--- config.mk ---
export PLATFORM = sky130hd
export DESIGN_NAME = chunked_ternary_mac
export DESIGN_NICKNAME = d
export VERILOG_FILES = /design/src/rtl/neuron_pkg.sv /design/src/rtl/ternary_popcount_diff.sv /design/src/rtl/chunked_ternary_mac.sv
export SDC_FILE = /design/constraint.sdc
export NUM_CORES = 1
export LEC_CHECK = 0
export BUFFER_PORTS_ARGS = -buffer_cell sky130_fd_sc_hd__buf_2
export CORE_MARGIN = 3
export CORE_UTILIZATION = 50
export CTS_BUF_LIST = sky130_fd_sc_hd__clkbuf_8
export DETAILED_ROUTE_END_ITERATION = 7
export PLACE_DENSITY = 0.74
export SYNTH_ARGS = -nofsm -noshare
export SYNTH_HDL_FRONTEND = slang
export SYNTH_SLANG_ARGS = --single-unit
--- constraint.sdc ---
create_clock -name clk -period 6.45 [get_ports clk]
set_clock_uncertainty 0.1 [all_clocks]
set_input_delay 0.3225 -clock clk [delete_from_list [all_inputs] [get_ports clk]]
set_output_delay 0.3225 -clock clk [all_outputs]
set_load 0.05 [all_outputs]
--- src/rtl/neuron_pkg.sv ---
// Shared types and helpers for the neuron datapath blocks.
package neuron_pkg;

  typedef enum logic [1:0] {
    IDLE  = 2'd0,
    ACCUM = 2'd1,
    DONE  = 2'd2
  } state_t;

  // Signed width that covers -n..+n without overflow.
  function automatic int acc_width(input int n);
    return $clog2(n) + 2;
  endfunction

endpackage

--- src/rtl/ternary_popcount_diff.sv ---
// Combinational ternary slice sum: popcount(x&w&m) - popcount(x&~w&m).
module ternary_popcount_diff #(
  parameter  int CHUNK = 8,
  localparam int D_W   = $clog2(CHUNK) + 2
) (
  input  logic [CHUNK-1:0]      x,
  input  logic [CHUNK-1:0]      w,
  input  logic [CHUNK-1:0]      m,
  output logic signed [D_W-1:0] diff
);

  logic [CHUNK-1:0] pos_bits;
  logic [CHUNK-1:0] neg_bits;
  logic [D_W-1:0]   pos_cnt;
  logic [D_W-1:0]   neg_cnt;

  generate
    for (genvar gi = 0; gi < CHUNK; gi++) begin : g_bits
      assign pos_bits[gi] = x[gi] &  w[gi] & m[gi];
      assign neg_bits[gi] = x[gi] & ~w[gi] & m[gi];
    end
  endgenerate

  always_comb begin
    pos_cnt = '0;
    neg_cnt = '0;
    for (int i = 0; i < CHUNK; i++) begin
      pos_cnt = pos_cnt + D_W'(pos_bits[i]);
      neg_cnt = neg_cnt + D_W'(neg_bits[i]);
    end
    diff = signed'(pos_cnt - neg_cnt);
  end

endmodule

--- src/rtl/chunked_ternary_mac.sv ---
// Time-multiplexed ternary-weight MAC: accumulates N_INPUTS/CHUNK slices into a
// signed dot product and hands it to the neuron over a valid/ready handshake.
module chunked_ternary_mac
  import neuron_pkg::*;
#(
  parameter  int N_INPUTS = 64,
  parameter  int CHUNK    = 8,
  localparam int ACC_W    = acc_width(N_INPUTS)
) (
  input  logic                    clk,
  input  logic                    reset,
  input  logic                    start,
  input  logic                    chunk_valid,
  output logic                    chunk_ready,
  input  logic [CHUNK-1:0]        x_chunk,
  input  logic [CHUNK-1:0]        w_chunk,
  input  logic [CHUNK-1:0]        m_chunk,
  output logic                    busy,
  output logic                    y_valid,
  input  logic                    y_ready,
  output logic signed [ACC_W-1:0] y_out
);

  localparam int NUM_CHUNKS = N_INPUTS / CHUNK;
  localparam int CNT_W      = (NUM_CHUNKS > 1) ? $clog2(NUM_CHUNKS) : 1;
  localparam int D_W        = $clog2(CHUNK) + 2;

  generate
    if ((N_INPUTS % CHUNK) != 0 || CHUNK > N_INPUTS) begin : g_bad_params
      $error("chunked_ternary_mac: CHUNK must divide N_INPUTS and not exceed it");
    end
  endgenerate

  state_t                  state_reg, state_next;
  logic [CNT_W-1:0]        cnt_reg;
  logic signed [ACC_W-1:0] acc_reg;
  logic signed [ACC_W-1:0] y_out_reg;
  logic signed [D_W-1:0]   partial;
  logic signed [ACC_W-1:0] acc_sum;
  logic                    accept;
  logic                    last_accept;
  logic                    clear;

  ternary_popcount_diff #(.CHUNK(CHUNK)) u_diff (
    .x    (x_chunk),
    .w    (w_chunk),
    .m    (m_chunk),
    .diff (partial)
  );

  // Signed size cast sign-extends the slice sum to the accumulator width.
  assign acc_sum     = acc_reg + ACC_W'(partial);
  assign accept      = chunk_valid & chunk_ready;
  assign last_accept = accept && (cnt_reg == CNT_W'(NUM_CHUNKS - 1));
  assign clear       = start && ((state_reg == IDLE) || (state_reg == DONE && y_ready));

  always_ff @(posedge clk) begin
    if (reset) state_reg <= IDLE;
    else       state_reg <= state_next;
  end

  always_comb begin
    state_next = state_reg;
    case (state_reg)
      IDLE:    if (start) state_next = ACCUM;
      ACCUM:   if (last_accept) state_next = DONE;
      DONE:    if (y_ready) state_next = start ? ACCUM : IDLE;
      default: state_next = IDLE;
    endcase
  end

  always_comb begin
    chunk_ready = (state_reg == ACCUM);
    busy        = (state_reg == ACCUM);
    y_valid     = (state_reg == DONE);
    y_out       = y_out_reg;
  end

  // y_out_reg only changes on the last slice, so it stays stable through DONE.
  always_ff @(posedge clk) begin
    if (reset) begin
      acc_reg   <= '0;
      cnt_reg   <= '0;
      y_out_reg <= '0;
    end else if (clear) begin
      acc_reg <= '0;
      cnt_reg <= '0;
    end else if (accept) begin
      acc_reg <= acc_sum;
      if (last_accept) begin
        cnt_reg   <= '0;
        y_out_reg <= acc_sum;
      end else begin
        cnt_reg <= cnt_reg + CNT_W'(1);
      end
    end
  end

endmodule

==> results.md <==
* Post-CTS Resized at 0
* Maxcap violations at 0
* Seq/Total Area, Yosys at 0.264
* Sink Count at 21
* Clock tree from TritonCTS: built
* Most frequent cells in the layout: buf_2 (39), nand2_1 (31), dfxtp_1 (21)
* Crit path launch: m_chunk[0]
* Starting Density at 0.550
* Met1 GRT Util at 0.217
* Setup TNS at 0 ps
* RSZ-0062 raised after global routing: no
* Pre-antenna DRT Iters at 4
* Total grt overflow at 0
* CP max FO at 6
* Distinct cells, synth at 32
* ANT cells at 0
* WL final at 3180 um
* Cell count of the worst reg-to-reg path at 7
* Maximum VDD drop at 0.152 mV
* GRT Util Overall at 0.165
* Most frequent CP cell: fa_1
* Reg2reg setup slack at 4400 ps
* Warnings, synthesis at 0
* Gr busiest metal: met2
* Max stage delay cell, worst path: fa_1
* First-pass GRT wire length at 5360 um
* DR vias at 1376
* Place WS at 1470 ps
* Slew Viols, Final at 0
* Largest net degree at the start of global routing at 15
* Layout cells sized above 1 at 0.200
* FF-to-FF Start: acc_reg[0]
* Number of global-route vias before repair at 1266
* Drt wl/cell at 11.9 um
* CTS Root Cell: clkbuf_8
* Clock period minus worst slack at 4730 ps
* Static leakage at 0.900 nW
* Synthesized area per cell at 8.49 um^2
* Met2 Use GR at 0.260
* Crit path kind: input port to register
* Final net count at 283
* Post-synthesis register bit count at 21
* Power Density at 254 nW/um^2
* Largest stage delay on the critical path at 500 ps
* Post-synth top area cell: dfxtp_1
* CTS max path bufs at 2
* Worst-path clk slew at 70 ps
* CTS H-tree depth at 1
* Crit path to: acc_reg[7]
* Hold buffers post-CTS at 0
* Final period utilization at 0.734
* Mapped Area at 1600 um^2
* Die H at 62.5 um
* HP Class: input port to register
* Gp weighted congestion at 0.789
* CP Cell Sequence: buf_2 -> nand2_1 -> nor2_1 -> ha_1 -> inv_1 -> fa_1 -> inv_1 -> fa_1 -> inv_1 -> fa_1 -> fa_1 -> ha_1 -> a21o_1 -> a21oi_1 -> ha_1 -> a21oi_1 -> o21ai_0 -> a41oi_2 -> xnor2_1 -> a211oi_1
* Initial antenna violation count at 0
* Peak Freq at 211 MHz
* Setup Fix Bufs, Post-CTS at 0
* Worst skew pair latency at 260 ps
* Status: complete, no violations
* CP Launch Type: input port
* Number of flops mapped to enable cells by yosys at 0
* Top cells by area, synth: dfxtp_1 (26%), fa_1 (15%), ha_1 (13%), nand2_1 (7.3%), a21oi_1 (5.6%)
* Hold Vio Cnt, Final at 0
* Area share of the largest cell type after synthesis at 0.264
* Hpwl dp at 2680 um
* Crit path DAT at 4800 ps
* Hold Path Origin: y_ready
* Rows at 19
* Crit. End Element: register
* Remaining antenna violation count at 0
* Most common cell after layout, fill and taps aside: buf_2
* DRC viols at 0
* Core area at 2900 um^2
* Post-synth top flop: dfxtp_1
* PnR worst setup slack at 1720 ps
* Slew headroom at 0.685
* Die Span X at 62.5 um
* Critical Path RT at 6520 ps
* Asr flop ratio synth at 0
* Syn Inst Count at 188
* IO Pins at 40
* FF-to-FF End: acc_reg[6]
* Die area at 3900 um^2
* CTS Buf Count at 3
* Syn nets at 245
* Drt initial violations at 92
* Worst-Margin Slew at 471 ps
* DR vias/cell at 5.15
* Area grow syn2layout at 16.5%
* Number of buffers added on ports at 39
* Final setup fails at 0
* M3 GR Usage at 0.0414
cells by family (layout without fill, tap and decap cells):
kind of cell               count (synthesis)  in the layout  synth area share
buffers and inverters                     24             61            0.0612
adders and majority gates                 28             28             0.276
DFF                                       21             21             0.264
and+or+nand+nor                           70             70             0.206
xor gates and xnor gates                   8              8            0.0439
AOI/OAI and AO/OA                         37             37             0.149
layout make-up:
cell class / count / area (um^2)
Sequential cell: 21 / 420
Inverter: 18 / 67.6
Tap cell: 42 / 52.6
Timing Repair Buffer: 39 / 195
Clock buffer: 3 / 41.3
Clock inverter: 1 / 3.75
Fill cell: 255 / 1040
Multi-Input combinational cell: 143 / 1080
critical path: cells and delay by family:
family          cells  cell delay, ps
xor+xnor            1             120
buf+inv             4             280
simple gates        2              90
compound gates      6            1250
fa+ha+maj           7            2730
worst min-delay path by stage:
| stage | end | slack [ps] | cells after the start |
|---|---|---|---|
| after detailed placement | y_out[0] | 350 | 2 |
| after global placement | y_out[1] | 340 | 2 |
| after CTS | state_reg[1] | 240 | 3 |
| after global routing | state_reg[1] | 270 | 3 |
| after floorplan | cnt_reg[2] | 340 | 2 |
| final | state_reg[1] | 240 | 3 |
metrics by stage:
| stage | std cells | hold slack [ps] | utilization | area (um^2) | power [mW] |
|---|---|---|---|---|---|
| 6_report | 267 | 245 | 0.641 | 1860 | 0.472 |
| 5_1_grt | 267 | 272 | 0.641 | 1860 | 0.514 |
| 4_1_cts | 267 | 239 | 0.641 | 1860 | 0.476 |
| 3_5_place_dp | 263 | 348 | 0.625 | 1810 | 0.390 |
| 3_3_place_gp | 263 | 341 | 0.625 | 1810 | 0.382 |
| 2_1_floorplan | 188 | 336 | - | 1600 | 0.338 |
cell usage after synthesis, types with 2 or more instances:
cell type	count
a211oi_1	4
a21o_1	2
a21oi_1	18
and3_1	7
buf_2	3
clkbuf_1	2
dfxtp_1	21
fa_1	12
ha_1	16
inv_1	18
nand2_1	31
nand2b_1	3
nand3b_1	4
nor2_1	16
nor2b_1	3
o21ai_0	5
o31ai_1	2
xnor2_1	5
xor2_1	3
where the power goes:
| part | switching, mW | internal (mW) |
|---|---|---|
| Clock | 0.0411 | 0.0424 |
| Sequential | 0.00296 | 0.134 |
| Combinational | 0.146 | 0.105 |
routing by layer:
| layer | up-vias | routed length, um |
|---|---|---|
| met4 | 0 | 59 |
| met2 | 28 | 1540 |
| met3 | 9 | 121 |
| met5 | - | 0 |
| li1 | 702 | - |
| met1 | 637 | 1460 |
Note: power is estimated with default switching activity, not from simulation.
